## src/rtl/vx_dvg_stack_pkg.sv

```systemverilog
// Shared types and default sizing for the divergence stack.
package vx_dvg_stack_pkg;

   localparam int unsigned DV_NUM_WARPS   = 4;
   localparam int unsigned DV_NUM_THREADS = 4;
   localparam int unsigned DV_PC_BITS     = 32;
   localparam int unsigned DV_STACK_SIZE  = 4;
   localparam int unsigned DV_STACK_SIZEW = $clog2(DV_STACK_SIZE + 1);

   // One reconvergence record; field order matches the packed RAM word.
   typedef struct packed {
      logic [DV_NUM_THREADS-1:0] orig_tmask;
      logic [DV_NUM_THREADS-1:0] else_tmask;
      logic [DV_PC_BITS-1:0]     else_pc;
   } dvg_entry_t;

endpackage

```

## src/rtl/vx_dvg_stack_ram.sv

```systemverilog
// One-write / one-sync-read entry RAM; a read of the address being written returns the new data.
module vx_dvg_stack_ram #(
   parameter int unsigned DATA_W  = 40,
   parameter int unsigned ENTRIES = 16,
   localparam int unsigned AW     = (ENTRIES > 1) ? $clog2(ENTRIES) : 1
) (
   input  logic              clk,
   input  logic              we,
   input  logic [AW-1:0]     waddr,
   input  logic [DATA_W-1:0] wdata,
   input  logic              re,
   input  logic [AW-1:0]     raddr,
   output logic [DATA_W-1:0] rdata
);

   logic [DATA_W-1:0] mem_q [ENTRIES];
   logic [DATA_W-1:0] rdata_q, rdata_d;

   // Read-during-write bypass so a same-cycle write is never missed.
   always_comb begin
      rdata_d = rdata_q;
      if (re) rdata_d = (we && (waddr == raddr)) ? wdata : mem_q[raddr];
   end

   // Storage and registered read port; contents are intentionally not reset.
   always_ff @(posedge clk) begin
      if (we) mem_q[waddr] <= wdata;
      rdata_q <= rdata_d;
   end

   assign rdata = rdata_q;

endmodule

```

## src/rtl/vx_dvg_stack.sv

```systemverilog
// Per-warp IPDOM divergence stack: split pushes, join flips phase or pops, 1-cycle join response.
module vx_dvg_stack
   import vx_dvg_stack_pkg::*;
#(
   parameter int unsigned NUM_WARPS   = DV_NUM_WARPS,
   parameter int unsigned NUM_THREADS = DV_NUM_THREADS,
   parameter int unsigned DEPTH       = DV_STACK_SIZE,
   parameter int unsigned PC_BITS     = DV_PC_BITS,
   localparam int unsigned PTRW       = $clog2(DEPTH + 1),
   localparam int unsigned NW_WIDTH   = (NUM_WARPS > 1) ? $clog2(NUM_WARPS) : 1
) (
   input  logic                   clk,
   input  logic                   reset,
   input  logic                   split_valid,
   input  logic [NW_WIDTH-1:0]    split_wid,
   input  logic                   split_is_dvg,
   input  logic [NUM_THREADS-1:0] split_tmask,
   input  logic [NUM_THREADS-1:0] split_else_tmask,
   input  logic [PC_BITS-1:0]     split_next_pc,
   input  logic                   join_valid,
   input  logic [NW_WIDTH-1:0]    join_wid,
   input  logic [PTRW-1:0]        join_stack_ptr,
   input  logic [NW_WIDTH-1:0]    ptr_wid,
   output logic [PTRW-1:0]        ptr_out,
   output logic                   rsp_valid,
   output logic [NW_WIDTH-1:0]    rsp_wid,
   output logic [NUM_THREADS-1:0] rsp_tmask,
   output logic [PC_BITS-1:0]     rsp_pc,
   output logic                   rsp_branch,
   output logic                   err_overflow,
   output logic                   err_underflow,
   output logic                   err_collision
);

   localparam int unsigned ENTRIES = NUM_WARPS * DEPTH;
   localparam int unsigned AW      = (ENTRIES > 1) ? $clog2(ENTRIES) : 1;
   localparam int unsigned EW      = 2 * NUM_THREADS + PC_BITS;

   // Flat {wid, level} index shared by the RAM and the phase bits.
   function automatic logic [AW-1:0] ent_addr(input logic [NW_WIDTH-1:0] wid,
                                              input logic [PTRW-1:0] lvl);
      return AW'(wid) * AW'(DEPTH) + AW'(lvl);
   endfunction

   logic [PTRW-1:0]     ptr_q [NUM_WARPS];
   logic [PTRW-1:0]     ptr_d [NUM_WARPS];
   logic [ENTRIES-1:0]  phase_q, phase_d;
   logic                rsp_valid_q, rsp_valid_d;
   logic                rsp_branch_q, rsp_branch_d;
   logic [NW_WIDTH-1:0] rsp_wid_q, rsp_wid_d;
   logic                err_ovf_q, err_ovf_d;
   logic                err_unf_q, err_unf_d;
   logic                err_col_q, err_col_d;

   logic                ram_we, ram_re;
   logic [AW-1:0]       ram_waddr, ram_raddr;
   logic [EW-1:0]       ram_wdata, ram_rdata;
   logic [PTRW-1:0]     split_ptr, join_ptr, join_top;

   // Next-state for pointers, phase bits, response and error flags.
   always_comb begin
      ptr_d        = ptr_q;
      phase_d      = phase_q;
      rsp_valid_d  = 1'b0;
      rsp_branch_d = 1'b0;
      rsp_wid_d    = rsp_wid_q;
      err_ovf_d    = err_ovf_q;
      err_unf_d    = err_unf_q;
      err_col_d    = err_col_q;
      ram_we       = 1'b0;
      ram_re       = 1'b0;
      split_ptr    = ptr_q[split_wid];
      join_ptr     = ptr_q[join_wid];
      join_top     = join_ptr - PTRW'(1);
      ram_waddr    = ent_addr(split_wid, split_ptr);
      ram_raddr    = ent_addr(join_wid, join_top);
      ram_wdata    = {split_tmask, split_else_tmask, split_next_pc};

      if (split_valid && split_is_dvg) begin
         if (split_ptr == PTRW'(DEPTH)) begin
            err_ovf_d = 1'b1;
         end else begin
            ram_we               = 1'b1;
            phase_d[ram_waddr]   = 1'b0;
            ptr_d[split_wid]     = split_ptr + PTRW'(1);
         end
      end

      // A join coinciding with a split is dropped; the split always wins.
      if (split_valid && join_valid) begin
         err_col_d = 1'b1;
      end else if (join_valid && (join_stack_ptr != join_ptr)) begin
         if (join_ptr == '0) begin
            err_unf_d = 1'b1;
         end else begin
            ram_re      = 1'b1;
            rsp_valid_d = 1'b1;
            rsp_wid_d   = join_wid;
            if (!phase_q[ram_raddr]) begin
               phase_d[ram_raddr] = 1'b1;
               rsp_branch_d       = 1'b1;
            end else begin
               ptr_d[join_wid] = join_top;
            end
         end
      end
   end

   // Control state register with asynchronous active-low reset.
   always_ff @(posedge clk or negedge reset) begin
      if (!reset) begin
         for (int w = 0; w < int'(NUM_WARPS); w++) ptr_q[w] <= '0;
         phase_q      <= '0;
         rsp_valid_q  <= 1'b0;
         rsp_branch_q <= 1'b0;
         rsp_wid_q    <= '0;
         err_ovf_q    <= 1'b0;
         err_unf_q    <= 1'b0;
         err_col_q    <= 1'b0;
      end else begin
         ptr_q        <= ptr_d;
         phase_q      <= phase_d;
         rsp_valid_q  <= rsp_valid_d;
         rsp_branch_q <= rsp_branch_d;
         rsp_wid_q    <= rsp_wid_d;
         err_ovf_q    <= err_ovf_d;
         err_unf_q    <= err_unf_d;
         err_col_q    <= err_col_d;
      end
   end

   vx_dvg_stack_ram #(
      .DATA_W  (EW),
      .ENTRIES (ENTRIES)
   ) u_ram (
      .clk   (clk),
      .we    (ram_we),
      .waddr (ram_waddr),
      .wdata (ram_wdata),
      .re    (ram_re),
      .raddr (ram_raddr),
      .rdata (ram_rdata)
   );

   // Select the response fields from the RAM word; zero when idle since RAM is not reset.
   always_comb begin
      rsp_tmask = '0;
      rsp_pc    = '0;
      if (rsp_valid_q) begin
         rsp_tmask = rsp_branch_q ? ram_rdata[PC_BITS +: NUM_THREADS]
                                  : ram_rdata[EW-1 -: NUM_THREADS];
         if (rsp_branch_q) rsp_pc = ram_rdata[PC_BITS-1:0];
      end
   end

   assign ptr_out       = ptr_q[ptr_wid];
   assign rsp_valid     = rsp_valid_q;
   assign rsp_wid       = rsp_wid_q;
   assign rsp_branch    = rsp_branch_q;
   assign err_overflow  = err_ovf_q;
   assign err_underflow = err_unf_q;
   assign err_collision = err_col_q;

endmodule

```

## config.mk

```make
export PLATFORM = sky130hd
export DESIGN_NAME = vx_dvg_stack
export DESIGN_NICKNAME = d
export VERILOG_FILES = /design/src/rtl/vx_dvg_stack_pkg.sv /design/src/rtl/vx_dvg_stack_ram.sv /design/src/rtl/vx_dvg_stack.sv
export SDC_FILE = /design/constraint.sdc
export NUM_CORES = 1
export LEC_CHECK = 0
export BUFFER_PORTS_ARGS = -buffer_cell sky130_fd_sc_hd__buf_2
export CORE_ASPECT_RATIO = 1.4
export CORE_MARGIN = 2
export CORE_UTILIZATION = 55
export DETAILED_ROUTE_END_ITERATION = 10
export GPL_TIMING_DRIVEN = 0
export PLACE_DENSITY = 0.86
export SLEW_MARGIN = 25
export SYNTH_ARGS = -nofsm -noshare
export SYNTH_HDL_FRONTEND = slang
export SYNTH_SLANG_ARGS = --single-unit
```

## constraint.sdc

```tcl
create_clock -name clk -period 3.6 [get_ports clk]
set_input_delay 0.9 -clock clk [delete_from_list [all_inputs] [get_ports clk]]
set_output_delay 0.9 -clock clk [all_outputs]
set_load 0.03 [all_outputs]
```

==> results of run 1 <==
## layout make-up
| type | count | share of cell area (%) |
|---|---|---|
| sequential | 715 | 66.3 |
| tap | 643 | 2.51 |
| multi-input combinational | 384 | 19.3 |
| clock buffer | 66 | 4.88 |
| inverter | 22 | 0.530 |
| timing repair buffer | 137 | 3.69 |
| timing repair inverter | 2 | 0.0312 |
| antenna | 2 | 0.0156 |
| buffer | 60 | 1.18 |
| clock inverter | 47 | 1.51 |
## worst max-delay path, cell delays in order
cell	delay [ns]
buf_2	0.14
buf_6	0.17
mux4_2	0.57
inv_2	0.12
ha_1	0.16
buf_2	0.30
clkbuf_4	0.31
clkbuf_4	0.31
mux4_2	0.38
mux4_2	0.52
## placed cells by master, fill, tap and decap left out, types with 3 or more instances in the layout
cell        instances
clkinvlp_4         19
nand2_1             8
nand3_1            15
a32o_1             16
ha_1                9
dfrtp_1            35
mux2i_1            32
nor2_1              7
edfxtp_1          680
nand4_1             4
mux4_2            209
buf_2             113
and2_1              6
inv_6               3
clkbuf_4           20
clkinv_2           20
and3_1             33
nor2b_1             9
buf_12             21
buf_16              7
buf_6               4
clkinv_1            9
xnor2_1             8
clkbuf_1           13
clkbuf_16          62
clkbuf_2            6
buf_4              14
bufinv_16          10
## through the flow
step | cell area [sq um] | hold slack (ns) | setup slack [ns]
2_1_floorplan | 28000 | 0.458 | 0.000919
3_3_place_gp | 29200 | 0.441 | -1.32
3_5_place_dp | 29800 | 0.439 | -0.863
4_1_cts | 31900 | 0.401 | 0.00369
5_1_grt | 32100 | 0.452 | -0.0718
6_report | 32100 | 0.401 | 0.0335
## state kept, by name, summed over array words and instances, names as in the netlist
| register | count |
|---|---|
| err_overflow | 1 |
| rsp_branch | 1 |
| ptr_q | 12 |
| err_underflow | 1 |
| rsp_wid | 2 |
| u_ram.rdata | 40 |
| err_collision | 1 |
| rsp_valid | 1 |
| u_ram.mem_q | 640 |
| phase_q | 16 |
## synthesized netlist by cell type (all sizes together), types with 3 or more instances
| library cell | number |
|---|---|
| mux2 | 3 |
| buf | 24 |
| a32o | 16 |
| xnor2 | 10 |
| and2 | 6 |
| edfxtp | 680 |
| nor2 | 7 |
| dfrtp | 35 |
| xor2 | 3 |
| mux4 | 209 |
| clkbuf | 37 |
| mux2i | 34 |
| and3 | 33 |
| nand3 | 15 |
| nand4 | 4 |
| nor2b | 9 |
| ha | 11 |
| nand2 | 8 |
| inv | 22 |
## where the power goes
part           total (uW)  internal [uW]  switching, uW
clock network        6820           3800           3020
logic               10000           4650           5360
registers           10500          10100            365
## routing by layer
| layer | global-route usage, % | vias up | routed length, um |
|---|---|---|---|
| met2 | 47.8 | 1039 | 37800 |
| met5 | 0 | - | 25 |
| li1 | - | 5430 | - |
| met1 | 32.7 | 7334 | 23800 |
| met4 | 14.1 | 4 | 3910 |
| met3 | 4.18 | 250 | 5830 |
## timing repair
action / CTS / global route
gates resized for setup: 18 / 23
endpoints found under the setup margin: 89 / 208
pin swaps: 1 / 1
setup buffers: 7 / 8
hold endpoints to repair: 0 / 0
cloned: 0 / 3
## path summary, 6_finish.rpt
path                               startpoint         endpoint  depth (start not counted)
worst max-delay path              join_wid[0]  u_ram.rdata[39]                         10
worst min-delay path                    reset    err_collision                          1
worst max register to register       ptr_q[6]  u_ram.rdata[39]                          8
worst min register to register  err_collision    err_collision                          1
max in group asynchronous               reset       phase_q[5]                          1
min in group clk                err_collision    err_collision                          1
## logic make-up (layout without fill, tap and decap cells)
kind of cell,Yosys count,in the layout
AO/OA/AOI/OAI,27,27
XOR/XNOR,13,13
adder cells (fa/ha/maj),11,11
buffers and inverters,83,334
flip-flops,715,715
multiplexers,246,246
other,0,2
AND/OR/NAND/NOR,87,87
==> reports/qor.txt, run 1 <==
Status: finished, final reports clean
Multiplexer share of the synthesized area: 18.3%
Synth Area in Simple Gates: 1.77%
Post-synth EDFFs: 680
WL final: 71.3 mm
CTS H-tree depth: 2
Skew-Pair Late Insertion Delay: 0.62 ns
Synth cell types: 39
Worst EP arrival: 3.90 ns
Fill cells: 3012
CP Class: in -> reg
Post-route antenna net violation count: 0
Post-Syn Area per Cell: 23.5 sq um
Layout cells sized above 1: 37.1%
Die area: 52300 sq um
CTS max path bufs: 3
Area growth syn-to-layout: 15.7%
Num CTS Buffers: 60
DIE WIDTH: 194 um
Leak: 0.0106 uW
Vias in the first global route: 14800
Total core area: 50000 sq um
Slew headroom: 42.0%
# setup viols final: 0
Via count: 14100
Achievable frequency: 0.280 GHz
Multi-input logic area: 6210 sq um
Compound-gate portion of the synthesized area: 0.946%
Post-Syn Area: 27800 sq um
Post-Place Cells: 1946
Top-area cell type share of the netlist area: 73.6%
Routability Congestion: 0.891
Wire length per cell: 34.3 um
Ys Warns: 0
Final count of hold timing violations: 0
Startpoint Class: input port
Finished Layout Cells: 2078
Post-DP HPWL: 41.8 mm
Post-synth top area cell: edfxtp_1
# DRC: 0
All-Layer GR Usage: 27.2%
CP required: 3.93 ns
DR vias/cell: 6.76
Largest net degree at the start of global routing: 45
Synth top area cells: edfxtp_1, mux4_2, dfrtp_1
Row count: 97
Initial antenna violation count: 5
Final Max Slew Viols: 0
First-pass GRT wire length: 102 mm
Die height: 270 um
Pwr dens: 849 nW/um^2
Crit share post-route: 99.1%
#FFs+latches synth: 715
TritonCTS clock tree: done
Peak VDD IR: 546 uV
Dominant synthesized flop cell: edfxtp_1
# port buffers: 98
Final Core Density: 64.2%
Worst Clk Skew: 0.0240 ns
Register Area: 21300 sq um
Async set-reset flop share out of synthesis: 4.90%
Crit path max fanout: 10
TritonRoute pass-1 iters: 5
CTS root buf: clkbuf_16
# Max-Cap Violations: 0
Initial Utilization: 55.5%
Internal reg-to-reg setup slack: 0.25 ns
Cells after synthesis: 1182
Setup TNS: 0 ns
Syn_nets: 1247
Cts hold-fix bufs: 0
Hold WC Path Type: in -> async
CTS sink count: 715
I/O pin count: 100
Clock Pin Slew Worst Setup and Hold Paths: 0.07 ns
Main combinational cell family by area after synthesis: multiplexers
Post-synthesis xor/xnor area fraction: 0.410%
Design Power: 27300 uW
Worst slew pin tran: 0.869 ns
Net count, final: 1447
Fin crit period: 3.57 ns
Area share of fa/ha/maj cells after synthesis: 0.496%
1st-iter DRT viols: 1865
Critical Path End Type: flip-flop
GRT Residual Overflow: 0
Seq/Total Area, Yosys: 76.7%
Power figures use the tool's default switching activity.
==> run 2, diff against run 1 <==
--- a/config.mk
+++ b/config.mk
@@ -5,7 +5,7 @@
 export SDC_FILE = /design/constraint.sdc
 export NUM_CORES = 1
 export LEC_CHECK = 0
-export BUFFER_PORTS_ARGS = -buffer_cell sky130_fd_sc_hd__buf_2
+export BUFFER_PORTS_ARGS = -buffer_cell sky130_fd_sc_hd__clkbuf_2
 export CORE_ASPECT_RATIO = 1.4
 export CORE_MARGIN = 2
 export CORE_UTILIZATION = 55
==> run 2 against run 1 <==
  * The run now ends with negative setup slack left
  * Final cell count rose by 0.38%
  * Final area barely moved
  * Via count rose by 1.7%
  * Clock power fell by 4.8%
  * Clock-buffer cell count rose by 6
  * Worst hold slack improved by 0.018 ns
  * Combinational power barely moved
  * Wire length rose by 0.72%
  * Flip-flop and latch count did not move
  * Core utilization barely moved
  * Critical path type unchanged
==> reports/qor.txt, run 2 (synthesis gave the netlist of run 1 again) <==
First-pass GRT wire length: 103 mm
Most frequent cells in the layout: edfxtp_1, mux4_2, clkbuf_2
Worst slew pin tran: 0.925 ns
Biggest register: u_ram.mem_q
Worst Clk Skew: 0.0217 ns
Crit share post-route: 101%
Largest net degree at the start of global routing: 45
Clock Pin Slew Worst Setup and Hold Paths: 0.07 ns
Num CTS Buffers: 59
Hold WC Path Type: in -> async
WL final: 71.8 mm
Layout cells sized above 1: 37.0%
Crit path max fanout: 8
Cts hold-fix bufs: 0
# DRC: 0
Critical-path cell list: buf_4 -> buf_8 -> mux4_2 -> inv_4 -> ha_4 -> xnor2_4 -> inv_2 -> ha_4 -> xor2_4 -> buf_4 -> a2111oi_4 -> a31oi_2 -> a21o_2 -> a31oi_4 -> buf_6 -> a32o_2
Finished Layout Cells: 2086
Die area: 52300 sq um
Critical Path End Type: flip-flop
Via count: 14300
Leak: 0.0106 uW
1st-iter DRT viols: 1954
Vias in the first global route: 14900
Slew headroom: 38.3%
# setup viols final: 4
CP Class: in -> reg
Design Power: 27200 uW
Initial Utilization: 55.5%
Post-DP HPWL: 41.7 mm
CTS max path bufs: 3
Status: finished with violations
CTS root buf: clkbuf_16
Pwr dens: 846 nW/um^2
Wire length per cell: 34.4 um
Row count: 97
Startpoint Class: input port
CP required: 4.14 ns
Worst path slowest cell: mux4_2
Die height: 270 um
Worst EP arrival: 4.16 ns
Post-route antenna net violation count: 0
Max reg flops: 640
Worst slack, placed: -0.886 ns
TritonCTS clock tree: done
I/O pin count: 100
Final count of hold timing violations: 0
DR vias/cell: 6.86
Failing checks: negative setup slack
Leading cell type in the layout, fill and taps excluded: edfxtp_1
Final Max Slew Viols: 0
Final Core Density: 64.2%
Net count, final: 1455
Initial antenna violation count: 6
Total core area: 50000 sq um
# port buffers: 98
Routability Congestion: 0.895
Post-Place Cells: 1948
Fin crit period: 3.63 ns
TritonRoute pass-1 iters: 6
All-Layer GR Usage: 27.4%
Peak VDD IR: 471 uV
Setup slack after layout: -0.0266 ns
DIE WIDTH: 194 um
Max incr delay on CP: 0.59 ns
Fill cells: 3008
# Max-Cap Violations: 0
Skew-Pair Late Insertion Delay: 0.61 ns
Achievable frequency: 0.276 GHz
GRT Residual Overflow: 0
CTS sink count: 715
CTS H-tree depth: 2
Area growth syn-to-layout: 15.7%
[run 2: cell count changes in the layout (fill, tap and decap cells not counted), moves of 4 or more]
cell and delta:
buf_4 +7, clkbuf_1 +5, buf_2 -99, buf_16 +6, bufinv_16 -4, clkinv_1 +4, buf_12 -6, clkbuf_2 +98
clkinv_2 -7
[run 2: critical path: cells and delay by family]
family                   cells  cell delay (ns)
AO/OA/AOI/OAI                5             1.23
buffers and inverters        6             0.74
multiplexers                 1             0.59
adder cells (fa/ha/maj)      2             0.37
XOR/XNOR                     2             0.32
[run 2: report_power, final]
group	internal (uW)	switching [uW]
clock	3550	2940
combinational	4710	5490
sequential	10100	374
total	18300	8810
[run 2: repair_timing]
action,in CTS,in global routing
endpoints found under the hold margin,0,0
resized for setup,26,18
pin swaps,1,3
endpoints found under the setup margin,108,199
buffers inserted,6,15
cloned,1,3
[run 2: through the flow]
step	instance area (sq um)	hold WS [ns]	TNS (ns)
6_report	32100	0.418	-0.0388
5_1_grt	32100	0.484	-2.46
4_1_cts	31900	0.424	0
3_5_place_dp	29800	0.451	-237.39
3_3_place_gp	29200	0.446	-640.62
2_1_floorplan	28000	0.458	0
[run 2: final cells by class]
type | instances | area (sq um) | share of cell area, %
sequential | 715 | 21300 | 66.3
tap | 643 | 805 | 2.50
clock buffer | 72 | 1580 | 4.91
buffer | 60 | 392 | 1.22
clock inverter | 38 | 349 | 1.09
inverter | 22 | 151 | 0.471
antenna | 4 | 10.0 | 0.0312
timing repair inverter | 3 | 17.5 | 0.0545
timing repair buffer | 145 | 1300 | 4.05
multi-input combinational | 384 | 6220 | 19.4
[run 2: worst paths after layout]
| kind | to | slack [ns] | startpoint | depth (start not counted) |
|---|---|---|---|---|
| worst min-delay path | ptr_q[11] | 0.42 | reset | 1 |
| max in group asynchronous | rsp_wid[0] | 2.61 | reset | 1 |
| worst max register to register | phase_q[7] | 0.13 | ptr_q[4] | 14 |
| worst min register to register | err_collision | 0.46 | err_collision | 1 |
| min in group clk | err_collision | 0.46 | err_collision | 1 |
| worst max-delay path | phase_q[7] | -0.03 | join_wid[0] | 16 |
[run 2: metal layers]
metal  wire [um]  track usage [%]  share of wire [%]  vias to the layer above
li1            -                -                  -                     5453
met1       23700             32.9                 33                     7516
met2       38000             48.0                 53                     1075
met3        6280             4.40                8.7                      252
met4        3790             14.2                5.3                        6
met5          38                0              0.053                        -
==> run 3, diff against run 2 <==
--- a/config.mk
+++ b/config.mk
@@ -6,12 +6,14 @@
 export NUM_CORES = 1
 export LEC_CHECK = 0
 export BUFFER_PORTS_ARGS = -buffer_cell sky130_fd_sc_hd__clkbuf_2
-export CORE_ASPECT_RATIO = 1.4
+export CELL_PAD_IN_SITES_DETAIL_PLACEMENT = 0
+export CELL_PAD_IN_SITES_GLOBAL_PLACEMENT = 1
+export CORE_ASPECT_RATIO = 0.6
 export CORE_MARGIN = 2
-export CORE_UTILIZATION = 55
+export CORE_UTILIZATION = 50
 export DETAILED_ROUTE_END_ITERATION = 10
 export GPL_TIMING_DRIVEN = 0
-export PLACE_DENSITY = 0.86
+export PLACE_DENSITY = 0.73
 export SLEW_MARGIN = 25
 export SYNTH_ARGS = -nofsm -noshare
 export SYNTH_HDL_FRONTEND = slang
==> run 3 against run 2 <==
  * The run now ends clean
  * Flip-flop and latch count stayed put
  * Setup slack better by 0.034 ns
  * Wire length is 10% lower
  * Die area is 9.9% higher
  * Sequential share of layout area is 0.46 points lower
  * Maximum frequency is 0.95% higher
  * Critical path type unchanged
  * Highest routed layer is now met4
==> reports/qor.txt, run 3 (synthesis gave the netlist of run 1 again) <==
Status: finished, final reports clean
Met1 Usage GRT: 36.1%
CTS sink count: 715
Pwr dens: 839 nW/um^2
Internal reg-to-reg setup slack: 0.21 ns
Total core area: 54500 sq um
Layout cells sized above 1: 36.4%
Crit share post-route: 99.8%
# setup viols final: 0
Clk pwr share: 25.3%
DR vias/cell: 6.11
Net count, final: 1454
Initial antenna violation count: 3
Die area: 57500 sq um
Leading cell type in the layout, fill and taps excluded: edfxtp_1
Initial Utilization: 50.9%
CTS root buf: clkbuf_16
CP required: 3.92 ns
Routability Congestion: 0.812
R2R Path End: u_ram.rdata[37]
# DRC: 0
Wire length per cell: 30.0 um
GRT Residual Overflow: 0
CP Class: in -> reg
Sequential power share: 38.3%
Slew headroom: 30.2%
Fin crit period: 3.59 ns
Design Power: 27100 uW
Crit path max fanout: 10
I/O pin count: 100
Register Area: 21300 sq um
Achievable frequency: 0.278 GHz
Worst slew pin tran: 1.05 ns
1st-iter DRT viols: 1777
Fill cells: 3834
GR peak layer: met1
CTS H-tree depth: 3
Comb pwr share: 36.4%
Peak VDD IR: 587 uV
Reg2reg start: ptr_q[1]
Setup slack after layout: 0.00742 ns
Placed Area: 30100 sq um
TritonRoute pass-1 iters: 6
CTS max path bufs: 3
Vias in the first global route: 13400
Sw Ratio: 31.3%
Via count: 13200
First-pass GRT wire length: 94.0 mm
# port buffers: 98
Worst Clk Skew: 0.0220 ns
Critical Path End Type: flip-flop
Worst EP arrival: 3.91 ns
Skew-Pair Late Insertion Delay: 0.59 ns
Cts hold-fix bufs: 0
Routing usage on met2: 34.0%
Clock Pin Slew Worst Setup and Hold Paths: 0.07 ns
TritonCTS clock tree: done
Area growth syn-to-layout: 16.5%
RSZ-0062 raised after global routing: yes
Final count of hold timing violations: 0
Post-route cell area: 32300 sq um
Multi-input logic area: 6210 sq um
Met3 usage: 4.85%
Leak: 0.0107 uW
Post-route antenna net violation count: 0
Post-DP HPWL: 40.3 mm
Die height: 187 um
FF-to-FF path depth: 8
WL final: 64.5 mm
Hold WC Path Type: in -> async
Largest net degree at the start of global routing: 45
Biggest register: u_ram.mem_q
# Max-Cap Violations: 0
Sw power: 8500 uW
DIE WIDTH: 308 um
Startpoint Class: input port
Num CTS Buffers: 66
All-Layer GR Usage: 23.2%
Most frequent cells in the layout: edfxtp_1, mux4_2, clkbuf_2
Internal power: 18600 uW
Max reg flops: 640
Worst slack, placed: -0.921 ns
Row count: 66
Final Max Slew Viols: 0
run 3: how the worst max path moves through the flow:
| stage | from | endpoint | slack, ns | depth (start not counted) |
|---|---|---|---|---|
| 4_1_cts | join_wid[0] | u_ram.rdata[39] | 0.002 | 10 |
| 6_report | join_wid[0] | u_ram.rdata[37] | 0.007 | 10 |
| 2_1_floorplan | split_wid[0] | u_ram.mem_q[8][0] | 0.0009 | 7 |
| 5_1_grt | split_wid[0] | u_ram.mem_q[15][26] | -0.09 | 10 |
| 3_5_place_dp | join_wid[0] | u_ram.rdata[37] | -0.92 | 11 |
| 3_3_place_gp | split_wid[0] | u_ram.mem_q[8][17] | -1.41 | 9 |
run 3: what timing repair did:
| item | 4_1_cts | 5_1_grt |
|---|---|---|
| gates resized for setup | 23 | 19 |
| pin swaps | 2 | 1 |
| buffers inserted | 8 | 3 |
| endpoints found under the setup margin | 91 | 172 |
run 3: cell type report:
| cell class | count | share of cell area (%) |
|---|---|---|
| sequential | 715 | 65.8 |
| multi-input combinational | 384 | 19.2 |
| clock buffer | 86 | 5.57 |
| timing repair buffer | 139 | 4.05 |
| tap | 714 | 2.76 |
| buffer | 61 | 1.17 |
| clock inverter | 33 | 0.932 |
| inverter | 22 | 0.460 |
| antenna | 1 | 0.00774 |
run 3: critical path, stage by stage:
cell and delay (ns):
clkbuf_2 0.13, buf_6 0.17, mux4_2 0.59, inv_2 0.12, ha_1 0.19, clkbuf_4 0.27
clkbuf_4 0.30, clkbuf_4 0.35, mux4_2 0.36, mux4_2 0.52
run 3: metrics by stage:
stage                     utilization, %  TNS (ns)  hold slack [ns]  std cells
final                               59.3         0            0.421       2155
after global routing                59.3     -1.76            0.473       2155
after CTS                           59.3         0            0.445       2151
after detailed placement            55.1   -253.80            0.444       2024
after global placement              53.8   -773.07            0.438       1994
after floorplan                        -         0            0.458       1182
run 3: per-layer routing:
layer | vias up | wire length, um | share of wire, %
met2 | 642 | 29600 | 46
met4 | 0 | 1100 | 1.7
met1 | 6968 | 28000 | 43
met3 | 89 | 5890 | 9.1
li1 | 5463 | - | -
met5 | - | 0 | 0
run 3: power by group through the flow:
stage	Clock, uW	Sequential, uW	Combinational (uW)
after floorplan	0	10500	6630
after global placement	0	10500	9450
after detailed placement	0	10500	9670
after CTS	7010	10400	9900
after global routing	7340	10400	10500
final	6880	10400	9880
